File: config.mk
export PLATFORM = sky130hd
export DESIGN_NAME = sys1_rom_loader
export DESIGN_NICKNAME = d
export VERILOG_FILES = /design/src/rtl/sys1_pkg.sv /design/src/rtl/sys1_rom_loader.sv
export SDC_FILE = /design/constraint.sdc
export NUM_CORES = 1
export LEC_CHECK = 0
export CAP_MARGIN = 20
export CORE_MARGIN = 2
export CORE_UTILIZATION = 30
export DETAILED_ROUTE_END_ITERATION = 8
export GPL_TIMING_DRIVEN = 0
export MAX_ROUTING_LAYER = met4
export PLACE_DENSITY_LB_ADDON = 0.1
export SKIP_CTS_REPAIR_TIMING = 1
export SLEW_MARGIN = 20
export SYNTH_ARGS = -nofsm -noshare
export SYNTH_HDL_FRONTEND = slang
export SYNTH_SLANG_ARGS = --single-unit
File: constraint.sdc
create_clock -name clk -period 2.6 [get_ports clk]
set_input_delay 0.26 -clock clk [delete_from_list [all_inputs] [get_ports clk]]
set_output_delay 0.26 -clock clk [all_outputs]
set_load 0.005 [all_outputs]
File: src/rtl/sys1_pkg.sv
// Shared FSM state encoding and HPS download stream selectors for the ROM loader.
package sys1_pkg;

    typedef enum logic [1:0] {
        ST_IDLE  = 2'd0,
        ST_LOAD  = 2'd1,
        ST_HOLD  = 2'd2,
        ST_READY = 2'd3
    } state_t;

    localparam logic [7:0] IDX_ROM = 8'd0;
    localparam logic [7:0] IDX_CFG = 8'd1;
    localparam logic [7:0] IDX_DSW = 8'd254;

endpackage

File: src/rtl/sys1_rom_loader.sv
// HPS ioctl download sink: ROM write port, SYSMODE/DSW config capture, game-core reset sequencing.
// Latency: ROM writes and config updates appear one clk after the ioctl_wr strobe.
// No backpressure: every strobe is consumed on its cycle, out-of-range ROM bytes are dropped and flagged.
module sys1_rom_loader
    import sys1_pkg::*;
#(
    parameter logic [24:0] ROM_BYTES = 25'd262144,
    parameter int          POST_HOLD = 16
) (
    input  logic        clk,
    input  logic        reset,
    input  logic        ioctl_download,
    input  logic        ioctl_wr,
    input  logic [7:0]  ioctl_index,
    input  logic [24:0] ioctl_addr,
    input  logic [7:0]  ioctl_dout,
    output logic        rom_we,
    output logic [24:0] rom_addr,
    output logic [7:0]  rom_data,
    output logic [31:0] sysmode,
    output logic [15:0] dsw,
    output logic        core_rst,
    output logic        load_done,
    output logic        size_err,
    output logic        overflow
);

    localparam int             CW        = (POST_HOLD > 1) ? $clog2(POST_HOLD) : 1;
    localparam logic [CW-1:0]  HOLD_INIT = CW'(POST_HOLD - 1);

    state_t         state;
    state_t         state_n;
    logic [CW-1:0]  hold_cnt;
    logic [CW-1:0]  hold_cnt_n;
    logic           dl_q;
    logic           rom_start;
    logic           rom_hit;
    logic           rom_acc;
    logic           rom_oob;
    logic           enter_load;
    logic           leave_load;
    logic           enter_ready;
    logic [24:0]    byte_count;
    logic [24:0]    byte_count_nx;

    // Survive reset so an OSD reset keeps DIP settings and skips re-download.
    logic [31:0]    sysmode_q  = 32'd0;
    logic [15:0]    dsw_q      = 16'd0;
    logic           rom_valid  = 1'b0;
    logic           size_err_q = 1'b0;
    logic           overflow_q = 1'b0;

    assign rom_start = ioctl_download && !dl_q && (ioctl_index == IDX_ROM);
    assign rom_hit   = ioctl_wr && (ioctl_index == IDX_ROM) && (state == ST_LOAD);
    assign rom_acc   = rom_hit && (ioctl_addr < ROM_BYTES);
    assign rom_oob   = rom_hit && (ioctl_addr >= ROM_BYTES);

    assign enter_load  = !reset && (state != ST_LOAD) && (state_n == ST_LOAD);
    assign leave_load  = !reset && (state == ST_LOAD) && (state_n == ST_HOLD);
    assign enter_ready = !reset && (state == ST_HOLD) && (state_n == ST_READY);

    // Includes a byte accepted on the LOAD->HOLD cycle in the size check.
    assign byte_count_nx = (rom_acc && (byte_count != '1)) ? byte_count + 25'd1 : byte_count;

    always_ff @(posedge clk) begin
        if (reset) begin
            state    <= rom_valid ? ST_HOLD : ST_IDLE;
            hold_cnt <= HOLD_INIT;
        end else begin
            state    <= state_n;
            hold_cnt <= hold_cnt_n;
        end
    end

    always_comb begin
        state_n    = state;
        hold_cnt_n = hold_cnt;
        case (state)
            ST_IDLE, ST_READY: begin
                if (rom_start) begin
                    state_n = ST_LOAD;
                end
            end
            ST_LOAD: begin
                if (!ioctl_download) begin
                    state_n    = ST_HOLD;
                    hold_cnt_n = HOLD_INIT;
                end
            end
            ST_HOLD: begin
                if (hold_cnt == '0) begin
                    state_n = ST_READY;
                end else begin
                    hold_cnt_n = hold_cnt - 1'b1;
                end
            end
            default: state_n = ST_IDLE;
        endcase
    end

    // Edge detector is deliberately not reset: a reset mid-download must not look like a new start.
    always_ff @(posedge clk) begin
        dl_q <= ioctl_download;
    end

    always_ff @(posedge clk) begin
        if (reset) begin
            rom_we     <= 1'b0;
            rom_addr   <= 25'd0;
            rom_data   <= 8'd0;
            byte_count <= 25'd0;
        end else begin
            rom_we <= rom_acc;
            if (rom_acc) begin
                rom_addr <= ioctl_addr;
                rom_data <= ioctl_dout;
            end
            if (enter_load) begin
                byte_count <= 25'd0;
            end else begin
                byte_count <= byte_count_nx;
            end
        end
    end

    always_ff @(posedge clk) begin
        if (enter_load) begin
            rom_valid  <= 1'b0;
            overflow_q <= 1'b0;
        end else begin
            if (enter_ready) begin
                rom_valid <= 1'b1;
            end
            if (rom_oob && !reset) begin
                overflow_q <= 1'b1;
            end
        end
        if (leave_load) begin
            size_err_q <= (byte_count_nx != ROM_BYTES);
        end
    end

    always_ff @(posedge clk) begin
        if (ioctl_wr && (ioctl_index == IDX_CFG) && (ioctl_addr[24:2] == 23'd0)) begin
            sysmode_q[{ioctl_addr[1:0], 3'b000} +: 8] <= ioctl_dout;
        end
        if (ioctl_wr && (ioctl_index == IDX_DSW) && (ioctl_addr[24:1] == 24'd0)) begin
            dsw_q[{ioctl_addr[0], 3'b000} +: 8] <= ioctl_dout;
        end
    end

    assign sysmode   = sysmode_q;
    assign dsw       = dsw_q;
    assign size_err  = size_err_q;
    assign overflow  = overflow_q;
    assign core_rst  = reset || (state != ST_READY);
    assign load_done = (state == ST_READY);

endmodule

After elaboration in Yosys (flattened, before gate mapping)

Index checks and enable logic that the tools add are counted.

Register bits after elaboration: 117
Input bits: 45
Output and inout bits: 86
Word-level logic and storage cells: 78

Add/sub/neg operators: 4
Magnitude comparators: 2
Equal/unequal tests: 14
Shift-type cells: 4
Mux-type cells: 12
Reduce and logical (&&, ||, !) cells: 30

Operators by type and width:

| kind                                                                                   | number |
|---|---|
| 32-bit bitwise mux                                                                     | 1 |
| 8-bit by 7-bit variable shift with 32-bit output (first input constant)                | 1 |
| 8-bit by 7-bit indexed part select with 32-bit output                                  | 1 |
| 25-bit by 1-bit adder with 25-bit output (second input constant)                       | 1 |
| 25-bit by 19-bit greater-or-equal comparator with 1-bit output (second input constant) | 1 |
| 25-bit by 19-bit less-than comparator with 1-bit output (second input constant)        | 1 |
| 25-bit 2-to-1 mux                                                                      | 1 |
| 25-bit by 19-bit != test with 1-bit output (second input constant)                     | 1 |
| 25-bit != test (second input constant)                                                 | 1 |
| 24-bit zero test                                                                       | 1 |
| 23-bit zero test                                                                       | 1 |
| 1-bit logical AND                                                                      | 18 |
| 16-bit bitwise mux                                                                     | 1 |
| 8-bit by 6-bit variable shift with 16-bit output (first input constant)                | 1 |
| 8-bit by 6-bit indexed part select with 16-bit output                                  | 1 |
| 2-bit 2-to-1 mux                                                                       | 5 |
| 2-bit == test (second input constant)                                                  | 4 |
| 8-bit by 1-bit == test with 1-bit output (second input constant)                       | 1 |
| 8-bit == test (second input constant)                                                  | 1 |
| 8-bit zero test                                                                        | 1 |
| 4-bit 2-to-1 mux                                                                       | 2 |
| 4-bit one-hot mux with 2 select lines                                                  | 1 |
| 5-bit negation with 7-bit output                                                       | 1 |
| 2-bit != test (second input constant)                                                  | 3 |
| other kinds (12)                                                                       | 15 |

Depth between registers and ports, before layout

Gate-level depths: netlist of run 1.

Depth in word-level cells: 8
Mapped depth: 10
Gate-level depth less buffers: 9

Worst setup path before layout of run 1

Ideal clock, no wire load.

Path kind: input to register
Start point: input port ioctl_index[2]
End point: register size_err_q, in the netlist size_err (data pin)
Library setup time: 0.272 ns
Data arrival time: 2.583 ns
Required time: 2.328 ns
Setup slack: -0.254 ns
Stages: 7
Buffers on the path: 0
Cells stage by stage: or4_4 > nor3_4 > nand3_2 > or3_4 > a2111oi_4 > o2111ai_1 > or4b_1

Longest elaborated chain between the ends: 7

Ends and longest elaborated chain:

| element                                    | line                   | text |
|---|---|---|
| start, declared                            | sys1_rom_loader.sv:14  | `input logic [7:0] ioctl_index,` |
| 8-bit zero test                            | sys1_rom_loader.sv:54  | `assign rom_hit = ioctl_wr && (ioctl_index == IDX_ROM) && (state == ST_LOAD);` |
| 1-bit logical AND (2 in series)            | sys1_rom_loader.sv:54  |  |
| 1-bit logical AND                          | sys1_rom_loader.sv:55  | `assign rom_acc = rom_hit && (ioctl_addr < ROM_BYTES);` |
| 1-bit logical AND                          | sys1_rom_loader.sv:63  | `assign byte_count_nx = (rom_acc && (byte_count != '1)) ? byte_count + 25'd1 : byte_count;` |
| 25-bit 2-to-1 mux                          | sys1_rom_loader.sv:63  |  |
| 25-bit by 19-bit != test with 1-bit output | sys1_rom_loader.sv:139 | `size_err_q <= (byte_count_nx != ROM_BYTES);` |
| end signal, assigned                       | sys1_rom_loader.sv:139 |  |
| end, declared                              | sys1_rom_loader.sv:50  | `logic size_err_q = 1'b0;` |

Every way passes these cells.
A chain may end at the register's enable or synchronous reset.

Worst setup path in the final report of run 1

Start point: register byte_count[0]
End point: register size_err_q, in the netlist size_err (data pin)

Longest elaborated chain between the ends: 4
Elaborated cells on any way between the ends: 5
Classes of those cells: add/sub: 1; eq/ne: 2; mux: 1; reduce/logical: 1

Ends and longest elaborated chain:

| element                                                                          | line                   | text |
|---|---|---|
| start, declared                                                                  | sys1_rom_loader.sv:43  | `logic [24:0] byte_count;` |
| start signal, assigned                                                           | sys1_rom_loader.sv:121 | `byte_count <= byte_count_nx;` |
| branches (longest 2 deep; another with 25-bit by 1-bit adder with 25-bit output) | -                      |  |
| 25-bit 2-to-1 mux *                                                              | sys1_rom_loader.sv:63  |  |
| 25-bit by 19-bit != test with 1-bit output *                                     | sys1_rom_loader.sv:139 |  |

Every way passes the cells marked *.

==> results of run 1 <==
[power groups by stage]
stage               Combinational (mW)  Clock, mW  Sequential [mW]
floorplan                       0.0656          0             1.95
global placement                 0.176          0             1.95
detailed placement               0.178          0             1.95
CTS                              0.179       2.46             1.91
global route                     0.196       2.56             1.91
finish                           0.178       2.43             1.91
[cell usage after synthesis (all sizes together), types with 3 or more instances]
master and count:
a211oi 3, a21oi 35, and2 13, and3 3, and4 7, clkbuf 20
dfxtp 68, edfxtp 49, ha 11, inv 27, mux2i 3, nand2 97
nand2b 3, nand3 9, nand4 17, nor2 84, nor3 5, nor4 9
o21ai 5, or2 4, or3 4, xnor2 20, xor2 9
[routing by layer]
layer,global-route usage (%),vias to the layer above
li1,-,2177
met1,18.4,2028
met2,27.1,98
met3,4.62,14
met4,5.56,0
met5,-,-
[path summary, 6_finish.rpt]
path                                     to            from  slack, ns
worst max-delay path               size_err   byte_count[0]      -0.25
worst min-delay path               overflow  ioctl_index[2]       0.41
worst max register to register     size_err   byte_count[0]      -0.25
worst min register to register  rom_addr[0]     rom_addr[0]       0.45
[state kept, by name (all words and copies together) (netlist names)]
signal / count
sysmode: 32
dl_q: 1
rom_we: 1
size_err: 1
overflow: 1
byte_count: 25
rom_data: 8
rom_addr: 25
state: 2
rom_valid: 1
dsw: 16
hold_cnt: 4
[metrics by stage]
| step | hold slack (ns) | power (mW) |
|---|---|---|
| global placement | 0.442 | 2.13 |
| global route | 0.418 | 4.66 |
| finish | 0.413 | 4.51 |
| CTS | 0.391 | 4.55 |
| detailed placement | 0.444 | 2.13 |
| floorplan | 0.288 | 2.01 |
[critical path: cells and delay by family, from the launching register on]
family                   cells  cell delay (ns)
buffers and inverters        1             0.15
flip-flops                   1             0.38
AND/OR/NAND/NOR              3             0.97
adder cells (fa/ha/maj)      1             0.16
AO/OA/AOI/OAI                4             0.92
[cell families after synthesis]
logic type | count (synthesis) | synth area share [%]
AOI/OAI and AO/OA | 66 | 8.55
xor gates and xnor gates | 29 | 4.95
adders and majority gates | 11 | 2.68
buffers and inverters | 49 | 3.61
DFF | 117 | 55.2
muxes | 3 | 0.585
and+or+nand+nor | 264 | 24.5
[final cells by class]
type                    instances  area (um^2)  area share, %
flip-flops and latches        117         2850           37.7
multi-input cells             373         2210           29.1
repair buffers                144         1430           18.9
clock buffers                  18          429           5.66
well taps                     220          275           3.63
clock inverters                14          183           2.41
inverters                      28          108           1.42
plain buffers                  18         88.8           1.17
==> flow_summary_export.csv, run 1 <==
group,metric,value,unit
finish,fillerInstances,1613,
logic_synthesis,synth_cells,539,
place,post_dp_cell_area,6710,um^2
logic_synthesis,synth-seq-cells,117,
power_and_ir_drop,peakVddDrop,409,uV
finish,n_antenna_cell,0,
logic_synthesis,ys_warn_count,0,
clock_network,path_clk_slew,0.05,ns
finish,drive_gt1_share,12.2,%
clock_network,clockBufferDepth,2,
setup_path,cpPeakStageDelay,0.54,ns
setup_path,crit_path_start_kind,"register",
power_and_ir_drop,combPwrFrac,3.9,%
floorplanning,core-area,16600,um^2
grt,first_global_vias,4158,
setup_path,worstPathArrival,3.00,ns
route,num_vias,4317,
route,route.detailed.drc,0,
clock_network,htreeDepth,4,
setup_path,crit_path_end_kind,"register",
timing,max_freq,351,MHz
clock_network,cts-buffers-inserted,17,
timing,worst_pin_slew,0.565,ns
clock_network,clk_latency,0.42,ns
finish,fin_util,45.5,%
setup_path,crit_chain,"ha_4 > and3_4 > nand4_1 > o211a_1 > buf_6 > a41o_1 > a211oi_2 > o2111ai_1 > or4b_4",
floorplanning,die_area,18200,um^2
setup_path,slowest_stage,"or4b_4",
timing,hold_viol,0,
place,pre_cts_ws,-1.09,ns
timing,finClkSkew,0.0104,ns
min_path,hold_depth,5,
logic_synthesis,async_flop_share,0,%
power_and_ir_drop,swShare,20.6,%
power_and_ir_drop,p_int,3.58,mW
logic_synthesis,avgSynthCellArea,9.53,um^2
timing,relSlewSlack,62.3,%
logic_synthesis,ys.flop_type,"dfxtp_1",
timing,final-setup-viol-count,1,
finish,final_cell_mix,"clkdlybuf4s50_1 (121), nand2_1 (97), nor2_1 (81), dfxtp_1 (58), edfxtp_1 (49)",
status,status,"complete, but fails checks",
setup_path,crit_fanout,10,
logic_synthesis,seq_area_frac_synth,55.2,%
route,routed_wl,14.0,mm
finish,final_common_cell,"clkdlybuf4s50_1",
finish,final_nets,755,
route,drt-initial-drc-count,183,
place,gp_congestion,0.826,
grt,grt_overflow_total,0,
route,highest_layer,"met4",
power_and_ir_drop,powerDensity,596,nW/um^2
floorplanning,start_util,30.9,%
floorplanning,fp.dieH,135,um
clock_network,cts_root_buf,"clkbuf_16",
place,dpl.hpwl,10.6,mm
power_and_ir_drop,p_sw,0.930,mW
grt,grt_max_degree,17,
timing,period_needed,2.85,ns
timing,finalCritPeriodShare,110,%
floorplanning,row_count,47,
route,wire_per_inst,15.0,um
route,met2_length,7.05,mm
logic_synthesis,synth_top_area_share,28.7,%
route,m1WireLength,6.05,mm
finish,stdcell_count,932,
setup_path,required,2.75,ns
grt,antenna_found_initial,0,
grt,grtUsageTotal,16.1,%
finish,design_area,7580,um^2
timing,fin_tns_setup,-0.249,ns
setup_path,critPathKind,"register to register",
power_and_ir_drop,power.leakage,2.71,nW
job,cap_violations,0,
logic_synthesis,syn-num-nets,595,
setup_path,reg2reg_depth,9,
clock_network,cts_tree,"built",
route,first_pass_iters,4,
min_path,min_path_type,"primary input to register",
status,violations,"negative setup slack",
route,ant_nets,0,
power_and_ir_drop,power_frac_seq,42.3,%
power_and_ir_drop,clkPwrFrac,53.8,%
timing,slew_viol_final,0,
route,dr_wl_met3,669,um
floorplanning,io_pins,131,
floorplanning,die_w,135,um
logic_synthesis,synth-edff-count,49,
place,io_buffers,130,
timing,worst_slack,-0.249,ns
logic_synthesis,ys_top_cells_by_area,"edfxtp_1 (29%), dfxtp_1 (27%), nand2_1 (7.1%)",
logic_synthesis,syn_area,5130,um^2
timing,rsz0062_at_grt,"yes",
logic_synthesis,yosysTopAreaCell,"edfxtp_1",
clock_network,clock_sinks,117,
logic_synthesis,synthDistinctLibCells,56,
finish,area_growth,47.5,%
grt,grt_pass1_wl,21.9,mm
route,drt-vias-per-instance,4.63,
place,placed_cells_incl_taps,889,
No activity file was read; power rests on OpenSTA's default activity.
==> inputs of run 2 (changes only) <==
- CTS_BUF_LIST: unset -> sky130_fd_sc_hd__clkbuf_4 sky130_fd_sc_hd__clkbuf_8
==> run 2 against run 1 <==
The run still ends with negative setup slack left. Cell count shrank 0.21%. Global-route usage decreased by 0.25 points. Via count is 0.49% lower. Utilization is 1.2 points lower. Clock-buffer cell count stayed put. Combinational power about the same. Setup slack lost 0.013 ns. Flip-flop and latch count unchanged. First-iteration DRC count up 13%. Register-to-register slack about the same. Critical path type is now primary input to register. Largest power group is now registers.
==> flow_summary_export.csv, run 2 (synthesis results as in run 1) <==
group,metric,value,unit
clock_network,clk_latency,0.44,ns
timing,worst_pin_slew,0.562,ns
setup_path,crit_path_end_kind,"register",
min_path,min_path_type,"primary input to register",
timing,final-setup-viol-count,1,
route,num_vias,4296,
clock_network,cts-buffers-inserted,17,
grt,antenna_found_initial,0,
timing,period_needed,2.86,ns
power_and_ir_drop,powerDensity,527,nW/um^2
place,dpl.hpwl,10.6,mm
clock_network,cts_tree,"built",
setup_path,crit_path_start_kind,"primary input",
job,cap_violations,0,
finish,stdcell_count,930,
place,io_buffers,130,
setup_path,required,2.77,ns
route,ant_nets,0,
floorplanning,io_pins,131,
route,drt-initial-drc-count,206,
finish,final_nets,753,
finish,n_antenna_cell,0,
finish,largest_reg_flops,32,
finish,design_area,7370,um^2
grt,grt_max_degree,17,
grt,grtUsageTotal,15.9,%
finish,fin_util,44.3,%
status,status,"complete, but fails checks",
status,violations,"negative setup slack",
floorplanning,fp.dieH,135,um
place,post_dp_cell_area,6710,um^2
timing,relSlewSlack,62.5,%
clock_network,htreeDepth,4,
power_and_ir_drop,peakVddDrop,292,uV
timing,finClkSkew,0.0104,ns
clock_network,cts_root_buf,"clkbuf_8",
timing,max_freq,349,MHz
setup_path,critPathKind,"primary input to register",
floorplanning,die_area,18200,um^2
setup_path,r2r_slack,-0.24,ns
finish,fillerInstances,1626,
timing,fin_tns_setup,-0.262,ns
setup_path,crit_fanout,6,
grt,grt_overflow_total,0,
route,first_pass_iters,4,
finish,drive_gt1_share,12.7,%
timing,finalCritPeriodShare,110,%
route,routed_wl,14.0,mm
clock_network,path_clk_slew,0.07,ns
route,wire_per_inst,15.1,um
place,gp_congestion,0.826,
floorplanning,core-area,16600,um^2
power_and_ir_drop,power.leakage,2.58,nW
grt,grt_pass1_wl,21.8,mm
setup_path,worstPathArrival,3.03,ns
route,route.detailed.drc,0,
floorplanning,die_w,135,um
timing,slew_viol_final,0,
route,drt-vias-per-instance,4.62,
clock_network,clockBufferDepth,2,
timing,hold_viol,0,
timing,rsz0062_at_grt,"yes",
finish,final_cell_mix,"clkdlybuf4s50_1 (125), nand2_1 (97), nor2_1 (80), dfxtp_1 (57), edfxtp_1 (49)",
grt,first_global_vias,4159,
place,placed_cells_incl_taps,889,
floorplanning,row_count,47,
timing,worst_slack,-0.262,ns
floorplanning,start_util,30.9,%
finish,area_growth,43.5,%
finish,final_common_cell,"clkdlybuf4s50_1",
clock_network,clock_sinks,117,
-- run 2: cell count changes in the layout (fill, tap and decap cells not counted), sizes merged --
cell           before  now
dlymetal6s2s        9    5
clkdlybuf4s50     121  125
buf                16   14
-- run 2: layout make-up --
cell class / instances / area, um^2 / share of cell area, %
repair buffers: 142 / 1410 / 19.1
plain buffers: 18 / 88.8 / 1.21
clock buffers: 18 / 241 / 3.28
well taps: 220 / 275 / 3.74
clock inverters: 14 / 183 / 2.48
flip-flops and latches: 117 / 2850 / 38.7
inverters: 28 / 108 / 1.46
multi-input cells: 373 / 2210 / 30.0
-- run 2: layer usage --
layer / global-route usage [%] / vias to the layer above / share of wire (%)
li1: - / 2165 / -
met1: 18.3 / 2010 / 43
met2: 26.8 / 104 / 50
met3: 4.95 / 17 / 4.9
met4: 4.04 / 0 / 1.3
met5: - / - / 0
-- run 2: final timing paths --
kind	startpoint	endpoint	cells past startpoint
hold / removal	ioctl_index[2]	overflow	5
setup reg to reg	byte_count[0]	size_err	9
setup / recovery	ioctl_addr[21]	size_err	9
hold reg to reg	rom_addr[0]	rom_addr[0]	2
-- run 2: where the power goes --
group	switching [mW]	total, mW	internal [mW]	leakage [nW]
Clock	0.757	1.80	1.05	0.207
Combinational	0.0951	0.179	0.0840	1.46
Sequential	0.000554	1.91	1.90	0.918
-- run 2: stage by stage --
stage	power [mW]	hold WS, ns	setup WS [ns]
3_5_place_dp	2.13	0.444	-1.09
3_3_place_gp	2.13	0.442	-1.12
5_1_grt	4.02	0.379	-0.305
4_1_cts	3.92	0.364	-0.709
6_report	3.89	0.380	-0.262
2_1_floorplan	2.01	0.288	-0.254
-- run 2: critical path, stage by stage --
cell	delay, ns
clkdlybuf4s50_1	0.40
or4_4	0.52
nor4_4	0.22
buf_6	0.17
nand3_4	0.08
or3_4	0.37
a2111oi_4	0.32
o2111ai_1	0.15
or4b_4	0.54
